File: src/rtl/bit_frame_tx_if.sv
// bit_frame_tx_if: parallel handshake in, serial line and frame status out
interface bit_frame_tx_if #(
  parameter int WIDTH = 2
);
  logic i_valid;
  logic [WIDTH-1:0] i_data;
  logic o_ready;
  logic o_ser;
  logic o_busy;
  logic o_done;
  modport master (output i_valid, i_data, input o_ready, o_ser, o_busy, o_done);
  modport slave (input i_valid, i_data, output o_ready, o_ser, o_busy, o_done);
endinterface

File: src/rtl/bit_frame_tx.sv
// bit_frame_tx: start/data(LSB first)/stop serial framer, DIV clocks per bit; define BIT_FRAME_TX_PARITY_EN for an even-parity bit before stop
module bit_frame_tx #(
  parameter int WIDTH = 2,
  parameter int DIV = 1
) (
  input logic clk,
  input logic reset,
  bit_frame_tx_if.slave bus
);
  localparam int CW = $clog2(WIDTH + 1);
  localparam logic [7:0] DIV_LOAD = 8'(DIV - 1);
`ifdef BIT_FRAME_TX_PARITY_EN
  typedef enum logic [2:0] {IDLE, START, DATA, PARITY, STOP} state_t;
`else
  typedef enum logic [1:0] {IDLE, START, DATA, STOP} state_t;
`endif
  state_t state, state_n;
  logic [WIDTH-1:0] shift, shift_n;
  logic [CW-1:0] cnt, cnt_n;
  logic [7:0] div, div_n;
  logic ser, ser_n, busy, done, last;
`ifdef BIT_FRAME_TX_PARITY_EN
  logic par, par_n;
`endif
  assign last = div == 8'd0;
  assign bus.o_ready = state == IDLE && !reset;
  assign bus.o_ser = ser;
  assign bus.o_busy = busy;
  assign bus.o_done = done;
  // next state, shift/count/divider updates and the serial level for the next cycle
  always_comb begin
    state_n = state;
    shift_n = shift;
    cnt_n = cnt;
    div_n = last ? DIV_LOAD : div - 8'd1;
`ifdef BIT_FRAME_TX_PARITY_EN
    par_n = par;
`endif
    case (state)
      IDLE: begin
        div_n = DIV_LOAD;
        if (bus.i_valid) begin
          state_n = START;
          shift_n = bus.i_data;
          cnt_n = '0;
`ifdef BIT_FRAME_TX_PARITY_EN
          par_n = ^bus.i_data;
`endif
        end
      end
      START: state_n = last ? DATA : state;
      DATA: if (last) begin
        shift_n = shift >> 1;
        cnt_n = cnt + 1'b1;
`ifdef BIT_FRAME_TX_PARITY_EN
        state_n = cnt == CW'(WIDTH - 1) ? PARITY : state;
`else
        state_n = cnt == CW'(WIDTH - 1) ? STOP : state;
`endif
      end
`ifdef BIT_FRAME_TX_PARITY_EN
      PARITY: state_n = last ? STOP : state;
`endif
      STOP: state_n = last ? IDLE : state;
      default: state_n = IDLE;
    endcase
`ifdef BIT_FRAME_TX_PARITY_EN
    ser_n = state_n == START ? 1'b0 : state_n == DATA ? shift_n[0] : state_n == PARITY ? par_n : 1'b1;
`else
    ser_n = state_n == START ? 1'b0 : state_n == DATA ? shift_n[0] : 1'b1;
`endif
  end
  // state and registered outputs; reset aborts any frame in flight
  always_ff @(posedge clk) begin
    if (reset) begin
      state <= IDLE;
      shift <= '0;
      cnt <= '0;
      div <= '0;
      ser <= 1'b1;
      busy <= 1'b0;
      done <= 1'b0;
`ifdef BIT_FRAME_TX_PARITY_EN
      par <= 1'b0;
`endif
    end else begin
      state <= state_n;
      shift <= shift_n;
      cnt <= cnt_n;
      div <= div_n;
      ser <= ser_n;
      busy <= state_n != IDLE;
      done <= state_n == STOP && div_n == 8'd0;
`ifdef BIT_FRAME_TX_PARITY_EN
      par <= par_n;
`endif
    end
  end
endmodule
File: src/flat_wrapper.sv
// flat-port wrapper written by rule: the top's interface ports become plain ports
module bit_frame_tx_flat 
#(
  parameter int WIDTH = 2,
  parameter int DIV = 1
)
  (clk, reset, bus_i_valid, bus_i_data, bus_o_ready, bus_o_ser, bus_o_busy, bus_o_done);
  bit_frame_tx_if #(.WIDTH(WIDTH)) bus_i ();
  input logic clk;
  input logic reset;
  input wire logic [$bits(bus_i.i_valid)-1:0] bus_i_valid;
  input wire logic [$bits(bus_i.i_data)-1:0] bus_i_data;
  output wire logic [$bits(bus_i.o_ready)-1:0] bus_o_ready;
  output wire logic [$bits(bus_i.o_ser)-1:0] bus_o_ser;
  output wire logic [$bits(bus_i.o_busy)-1:0] bus_o_busy;
  output wire logic [$bits(bus_i.o_done)-1:0] bus_o_done;
  assign bus_i.i_valid = bus_i_valid;
  assign bus_i.i_data = bus_i_data;
  assign bus_o_ready = bus_i.o_ready;
  assign bus_o_ser = bus_i.o_ser;
  assign bus_o_busy = bus_i.o_busy;
  assign bus_o_done = bus_i.o_done;
  bit_frame_tx #(.WIDTH(WIDTH), .DIV(DIV)) u_core (.clk(clk), .reset(reset), .bus(bus_i));
endmodule
File: config.mk
export PLATFORM = sky130hd
export DESIGN_NAME = bit_frame_tx_flat
export DESIGN_NICKNAME = d
export VERILOG_FILES = /design/src/rtl/bit_frame_tx_if.sv /design/src/rtl/bit_frame_tx.sv /design/src/flat_wrapper.sv
export SDC_FILE = /design/constraint.sdc
export NUM_CORES = 1
export LEC_CHECK = 0
export BUFFER_PORTS_ARGS = -buffer_cell sky130_fd_sc_hd__buf_2
export CORE_ASPECT_RATIO = 0.75
export CORE_MARGIN = 4
export CORE_UTILIZATION = 40
export DETAILED_ROUTE_END_ITERATION = 7
export PLACE_DENSITY = 0.65
export SLEW_MARGIN = 15
export SYNTH_ARGS = -nofsm -noshare
export SYNTH_HDL_FRONTEND = slang
export SYNTH_SLANG_ARGS = --single-unit
File: constraint.sdc
create_clock -name clk -period 1.95 [get_ports clk]
set_clock_uncertainty 0.15 [all_clocks]
set_input_delay 0.39 -clock clk [delete_from_list [all_inputs] [get_ports clk]]
set_output_delay 0.39 -clock clk [all_outputs]
set_load 0.01 [all_outputs]
# Word-level counts from Yosys, hierarchy flattened
# Index checks and enable logic that the tools add are counted.
# totals
ff_bits	17
inputBits	5
elab_cells	44
# op_classes
n_addsub	2
eq_ne	9
mux	16
reduce_logical	9
# ops
operator	n
$mux 2	9
$logic_not 8->1	2
$mux 8	2
$eq 2x2->1 const B	4
$pmux 2 s2	2
$pmux 2 s4	1
$sub 8x1->8 const B	1
$eq 2x1->1 const B	3
$reduce_bool 2->1	2
$reduce_and 3->1	1
$add 2x1->2 const B	1
$logic_and 1x1->1	2
$logic_not 2->1	1
$mux 1	2
$ne 2x1->1 const B	1
$ne 2x2->1 const B	1
$logic_not 1->1	1

# Longest topological paths before layout
# Gate-level depths: netlist (run 1).
# logic_depth
word_depth	7
depth_mapped	7
mapped_depth_nobuf	6

# Least setup slack after synthesis (run 1)
# OpenSTA, ideal clock, no wires.
# synth_path
path_type	register to register
start	register u_core.div[0]
end	register u_core.done (netlist: u_core.bus.o_done)
setup_time_ns	0.103
arrival_ns	1.616
setup_slack_ns	0.080
stages_incl_launch_ff	8
n_path_buf	1
synth_period_minus_slack_ns	1.870
path_cell_list	dfxtp_1 -> inv_1 -> ha_1 -> nor3b_1 -> clkbuf_1 -> and4_1 -> o21ai_1 -> a2111oi_2
# synth_between
elab_chain_cells	5
elab_cells_between_ends	11
cone_classes	add/sub: 1; eq/ne: 1; mux: 6; reduce/logical: 3
# synth_rtl
element	line	text
from (decl)	bit_frame_tx.sv:20	logic [7:0] div, div_n;
from (signal assigned)	bit_frame_tx.sv:90	div <= div_n;
$sub 8x1->8 or $logic_not 8->1 (tied branches)	bit_frame_tx.sv:35, bit_frame_tx.sv:25	
$mux 8, or another cell as far along	bit_frame_tx.sv:35	div_n = last ? DIV_LOAD : div - 8'd1;
$mux 8 or $pmux 2 s4 (tied branches)	bit_frame_tx.sv:39	case (state)
$logic_not 8->1 or $eq 2x2->1 (tied branches)	bit_frame_tx.sv:93	done <= state_n == STOP && div_n == 8'd0;
$logic_and 1x1->1 (*)	bit_frame_tx.sv:93	
to (signal assigned)	bit_frame_tx.sv:82	done <= 1'b0;
to (signal assigned)	bit_frame_tx.sv:93	
to (decl)	bit_frame_tx.sv:21	logic ser, ser_n, busy, done, last;
# Mark *: on every way between the ends. The rest lies on a longest branch, timed or not.
# A chain may end at the register's enable or synchronous reset.

# Final worst setup path (run 1)
# layout_path
start	register u_core.div[4]
end	register u_core.done (netlist: u_core.bus.o_done)
# Same word-level chain as after synthesis.

==> results of run 1 <==
## registers in the layout, indices dropped and copies added, names as in the netlist
register	flops
u_core.div	8
u_core.cnt	2
u_core.shift	2
u_core.state	2
u_core.bus.o_busy	1
u_core.bus.o_done	1
u_core.bus.o_ser	1
## worst paths after layout
check	from	end	slack (ns)	depth (start not counted)
min reg2reg	u_core.div[0]$_SDFF_PP0_	u_core.div[0]$_SDFF_PP0_	0.29	1
max	u_core.div[4]$_SDFF_PP0_	u_core.bus.o_done$_SDFF_PP0_	0.06	4
min	bus_i_data[1]	u_core.shift[1]$_SDFFE_PP0P_	0.21	3
max reg2reg	u_core.div[4]$_SDFF_PP0_	u_core.bus.o_done$_SDFF_PP0_	0.06	4
## cells in the mapped netlist (2+ instances only)
cell type,number
xor2_1,2
nor2_1,13
o21ai_1,2
xnor2_1,2
or3_1,3
o21ai_0,4
inv_1,7
nand2_1,4
nor4_1,3
nand3_1,2
ha_1,3
clkbuf_1,5
a21oi_1,5
a31oi_1,3
dfxtp_1,17
nor3b_1,2
or4_1,2
## through the flow
stage                     area, µm²    util  std cells  hold slack (ns)
final                         985.9  0.4852        136           0.2141
after global routing          985.9  0.4852        136           0.1987
after CTS                     968.4  0.4766        136           0.2027
after detailed placement      940.9  0.4631        132           0.3168
after global placement        940.9  0.4631        132           0.3027
after floorplan               864.6       -        102           0.2801
## worst max-delay path, delay by kind of cell, from the launching register on
family / cells / cell delay [ns]
simple gates: 3 / 1.19
compound gates: 1 / 0.05
flops: 1 / 0.38
## layout make-up
class	instances	area, µm²	area share
multi-input combinational	72	490.5	0.4975
clock inverter	1	5.005	0.005076
inverter	7	26.28	0.02665
timing repair buffer	12	70.07	0.07107
clock buffer	3	22.52	0.02284
tap	24	30.03	0.03046
sequential	17	341.6	0.3464
## layer usage
| layer | wire (µm) | global-route usage | part of all wire | up-vias |
|---|---|---|---|---|
| li1 | - | - | - | 389 |
| met1 | 890 | 0.1683 | 0.51 | 339 |
| met2 | 718 | 0.1775 | 0.41 | 27 |
| met3 | 141 | 0.05556 | 0.081 | 0 |
| met4 | 0 | 0.01271 | 0 | 0 |
| met5 | 0 | 0 | 0 | - |
## power breakdown
group	switching, mW	internal [mW]	leakage, nW
Clock	0.110	0.0763	0.0177
Combinational	0.675	0.576	0.281
Sequential	0.138	0.475	0.139
## cells by family (layout without fill, tap and decap cells)
family	after synthesis	after routing
buf+inv	13	23
flops	17	17
simple gates	41	41
xor+xnor	4	4
fa+ha+maj	3	3
compound gates	24	24
==> results.toml, run 1 <==
[finish]
fin_nets = 121
fillCellCount = 190
layout_commonest_cell = "dfxtp_1"
num_antenna_cells = 0
drive_above_1_share = 0.2232
layout-area-overhead-vs-synth_pct = 14.04
layout_common_cells = "dfxtp_1, nor2_1, buf_2"

[global_routing]
grt_max_degree = 13
grt.overflow.total = 0
track_usage = 0.1209
grt_pass1_wl_mm = 2.615
antenna_found_initial = 0
grt_pass1_vias = 593

[route]
drc_errors = 0
final_antenna_net_count = 0
vias_per_cell = 5.551
drt_wl_total_mm = 1.750
first_pass_iters = 4
vias = 755
wl_per_cell_um = 12.87
drt-initial-drc-count = 28

[die]
coreArea_mm2 = 0.002032
io_pins = 9
rows = 14
initial_utilization = 0.4255
die_area_mm2 = 0.002977
die_h_um = 48.26
die_w_um = 61.69

[timing]
timing.final.ws_setup_ns = 0.06372
finalMaxSlewViolations = 0
max_clock_freq_ghz = 0.5301
rsz0062_at_grt = "true"
period_share = 0.9673
setup_tns_ns = 0
setup_violations = 0
maxSlewHeadroom = 0.7605
period_minus_slack_ns = 1.886
hold_viol_final = 0
worst_pin_slew_ns = 0.3587

[critical_path]
crit_arrival_ns = 1.91
cp-end-kind = "register"
cp.required_ns = 1.97
start_kind = "register"
max_stage_delay_ns = 0.55
crit_fanout = 6
worstPathCellList = "or4_4 -> or4b_4 -> nand2_1 -> a2111oi_2"
cpMaxStageDelayCell = "or4_4"
critical_path_class = "register to register"

[logic_synthesis]
synth_edf_count = 0
synth_seq_cells = 17
synthAdderAreaFrac = 0.04342
synth_area_leader_cell = "dfxtp_1"
synth_area_leaders = "dfxtp_1, nor2_1, ha_1"
synth.area.mux_share = 0
synth_top_family_by_area = "simple AND/OR/NAND/NOR gates"
synth_xor_xnor_area_share = 0.04052
syn_avg_cell_area_um2 = 8.476
ys_seq_area_frac = 0.3936
netlist_instances = 102
synth_compound_area_frac = 0.1910
syn-num-nets = 110
async_flop_share = 0
synth_cell_types = 40
synthFlopType = "dfxtp_1"
post-synth-top-area-fraction = 0.3936
synthSimpleGateAreaFrac = 0.2735
syn_area_um2 = 864.6
synth_warnings = 0

[clock_tree]
cts_resized = 0
ctsHoldBuffers = 0
tritoncts = "built"
clkLatencyLatePin_ns = 0.29
cts_made_buffers = 3
root_buffer = "clkbuf_4"
clk_pin_slew_worst_paths_ns = 0.10
clockBufferDepth = 2
htree_levels = 1
cts_sinks = 17
cts_setup_buffers = 0

[worst_hold_path]
hold_path.class = "primary input to register"

[power]
power.density_mw_per_mm2 = 2080
power.leakage_nw = 0.4377
power_mw = 2.050
vdd_ir_drop_max_uv = 983.9

[placement]
post-dp-hpwl_mm = 1.286
port_buffers = 8
gp_congestion = 0.8184
place_ws_ns = 0.04203

[run]
cap_violations = 0

[outcome]
outcome = "finished, final reports clean"
Power figures use the tool's default switching activity.
==> run 2, diff against run 1 <==
BUFFER_PORTS_ARGS = not set   (was -buffer_cell sky130_fd_sc_hd__buf_2)
DONT_BUFFER_PORTS = 1   (was not set)
PLACE_DENSITY = 0.61   (was 0.65)
SKIP_LAST_GASP = 1   (was not set)
==> results.toml, run 2 (same netlist as run 1, synthesis figures left out) <==
[critical_path]
critical_path_class = "register to register"
max_stage_delay_ns = 0.57
cp-startpoint = "u_core.div[5]$_SDFF_PP0_"
rr_worst_depth = 4
crit_fanout = 4
cp.required_ns = 1.98
cpMaxStageDelayCell = "or4_4"
critical_path.top_delay_family = "simple AND/OR/NAND/NOR gates"
rr_endpoint = "u_core.bus.o_done$_SDFF_PP0_"
crit_arrival_ns = 1.91
r2r_start = "u_core.div[5]$_SDFF_PP0_"
start_kind = "register"
path_buf_inv = 0
reg2reg_slack_ns = 0.07
path_depth = 4
crit_end = "u_core.bus.o_done$_SDFF_PP0_"
worstPathCellList = "or4_4 -> or4b_4 -> nand2_1 -> a2111oi_2"
cp-end-kind = "register"

[global_routing]
grt_pass1_wl_mm = 3.063
antenna_found_initial = 0
grt_max_degree = 15
grt_pass1_vias = 657
track_usage = 0.1457
grt.overflow.total = 0

[power]
vdd_ir_drop_max_uv = 1029
power.leakage_nw = 0.4230
power.density_mw_per_mm2 = 2120

[clock_tree]
cts_made_buffers = 3
clkLatencyLatePin_ns = 0.29
tritoncts = "built"
root_buffer = "clkbuf_4"
clockBufferDepth = 2
clk_pin_slew_worst_paths_ns = 0.09
htree_levels = 1
cts_sinks = 17
cts_setup_buffers = 0

[finish]
layout-area-overhead-vs-synth_pct = 17.08
layout_common_cells = "dfxtp_1, nor2_1, inv_1"
layout_commonest_cell = "dfxtp_1"
num_antenna_cells = 0
regMostFlops = "u_core.div"
largest_reg_flops = 8
fin_nets = 118
drive_above_1_share = 0.1927

[timing]
rsz0062_at_grt = "true"
holdWs_ns = 0.05639
setup_violations = 0
finalMaxSlewViolations = 0
max_clock_freq_ghz = 0.5320
worst_pin_slew_ns = 0.4909
setup_tns_ns = 0
period_minus_slack_ns = 1.880
hold_viol_final = 0
period_share = 0.9640
timing.final.ws_setup_ns = 0.07018
maxSlewHeadroom = 0.6723

[route]
first_pass_iters = 4
wl_per_cell_um = 14.40
final_antenna_net_count = 0
drt_wl_total_mm = 1.915
vias = 763
vias_per_cell = 5.737
drt-initial-drc-count = 20
drc_errors = 0

[placement]
port_buffers = 0
place_ws_ns = 0.04727
gp_congestion = 0.7659
post-dp-hpwl_mm = 1.313

[die]
coreArea_mm2 = 0.002032
die_w_um = 61.69
die_area_mm2 = 0.002977
initial_utilization = 0.4255
die_h_um = 48.26
rows = 14
io_pins = 9

[run]
cap_violations = 0

[worst_hold_path]
hold_path.class = "primary input to register"

[outcome]
outcome = "finished, final reports clean"
run 2: stage by stage:
step           cells  total power, mW  utilization  cell area (µm²)
2_1_floorplan    102            1.517            -            864.6
3_3_place_gp     125            1.795       0.4470            908.4
3_5_place_dp     125            1.787       0.4470            908.4
4_1_cts          131            1.995       0.4698            954.7
5_1_grt          133            2.341       0.4982             1012
6_report         133            2.146       0.4982             1012
run 2: how the worst min path moves through the flow:
stage | from | end | slack [ns] | depth (start not counted)
floorplan | u_core.div[0]$_SDFF_PP0_ | u_core.div[0]$_SDFF_PP0_ | 0.28 | 1
global placement | u_core.div[0]$_SDFF_PP0_ | u_core.div[0]$_SDFF_PP0_ | 0.30 | 1
detailed placement | reset | u_core.div[7]$_SDFF_PP0_ | 0.31 | 1
CTS | reset | u_core.state[0]$_SDFF_PP0_ | 0.003 | 1
global route | reset | u_core.bus.o_busy$_SDFF_PP0_ | 0.06 | 1
finish | reset | u_core.bus.o_busy$_SDFF_PP0_ | 0.06 | 1
run 2: worst register-to-register path, delay by kind of cell (launching register included):
family,cells,cell delay [ns]
flip-flops,1,0.35
AO/OA/AOI/OAI,1,0.05
AND/OR/NAND/NOR,3,1.21
run 2: what timing repair did:
item | CTS | global route
hold buffers | 2 | 1
gates resized for setup | 0 | 10
endpoints found under the hold margin | 4 | 1
setup endpoints to repair | 0 | 10
run 2: cell type report:
class	count	area, µm²
well taps	24	30.03
clock buffers	4	26.28
inverters	7	26.28
multi-input cells	72	511.7
flip-flops and latches	17	341.6
repair buffers	9	76.32
fillers	192	1020
run 2: per-layer routing:
layer | track usage | wire (µm)
met1 | 0.1937 | 950
met2 | 0.2109 | 826
met3 | 0.05556 | 107
met4 | 0.06356 | 29
met5 | 0 | 0
run 2: where the power goes:
| group | switching (mW) | total (mW) | internal (mW) |
|---|---|---|---|
| clock network | 0.104 | 0.183 | 0.0796 |
| registers | 0.148 | 0.624 | 0.476 |
| logic | 0.713 | 1.34 | 0.626 |
| total | 0.964 | 2.15 | 1.18 |
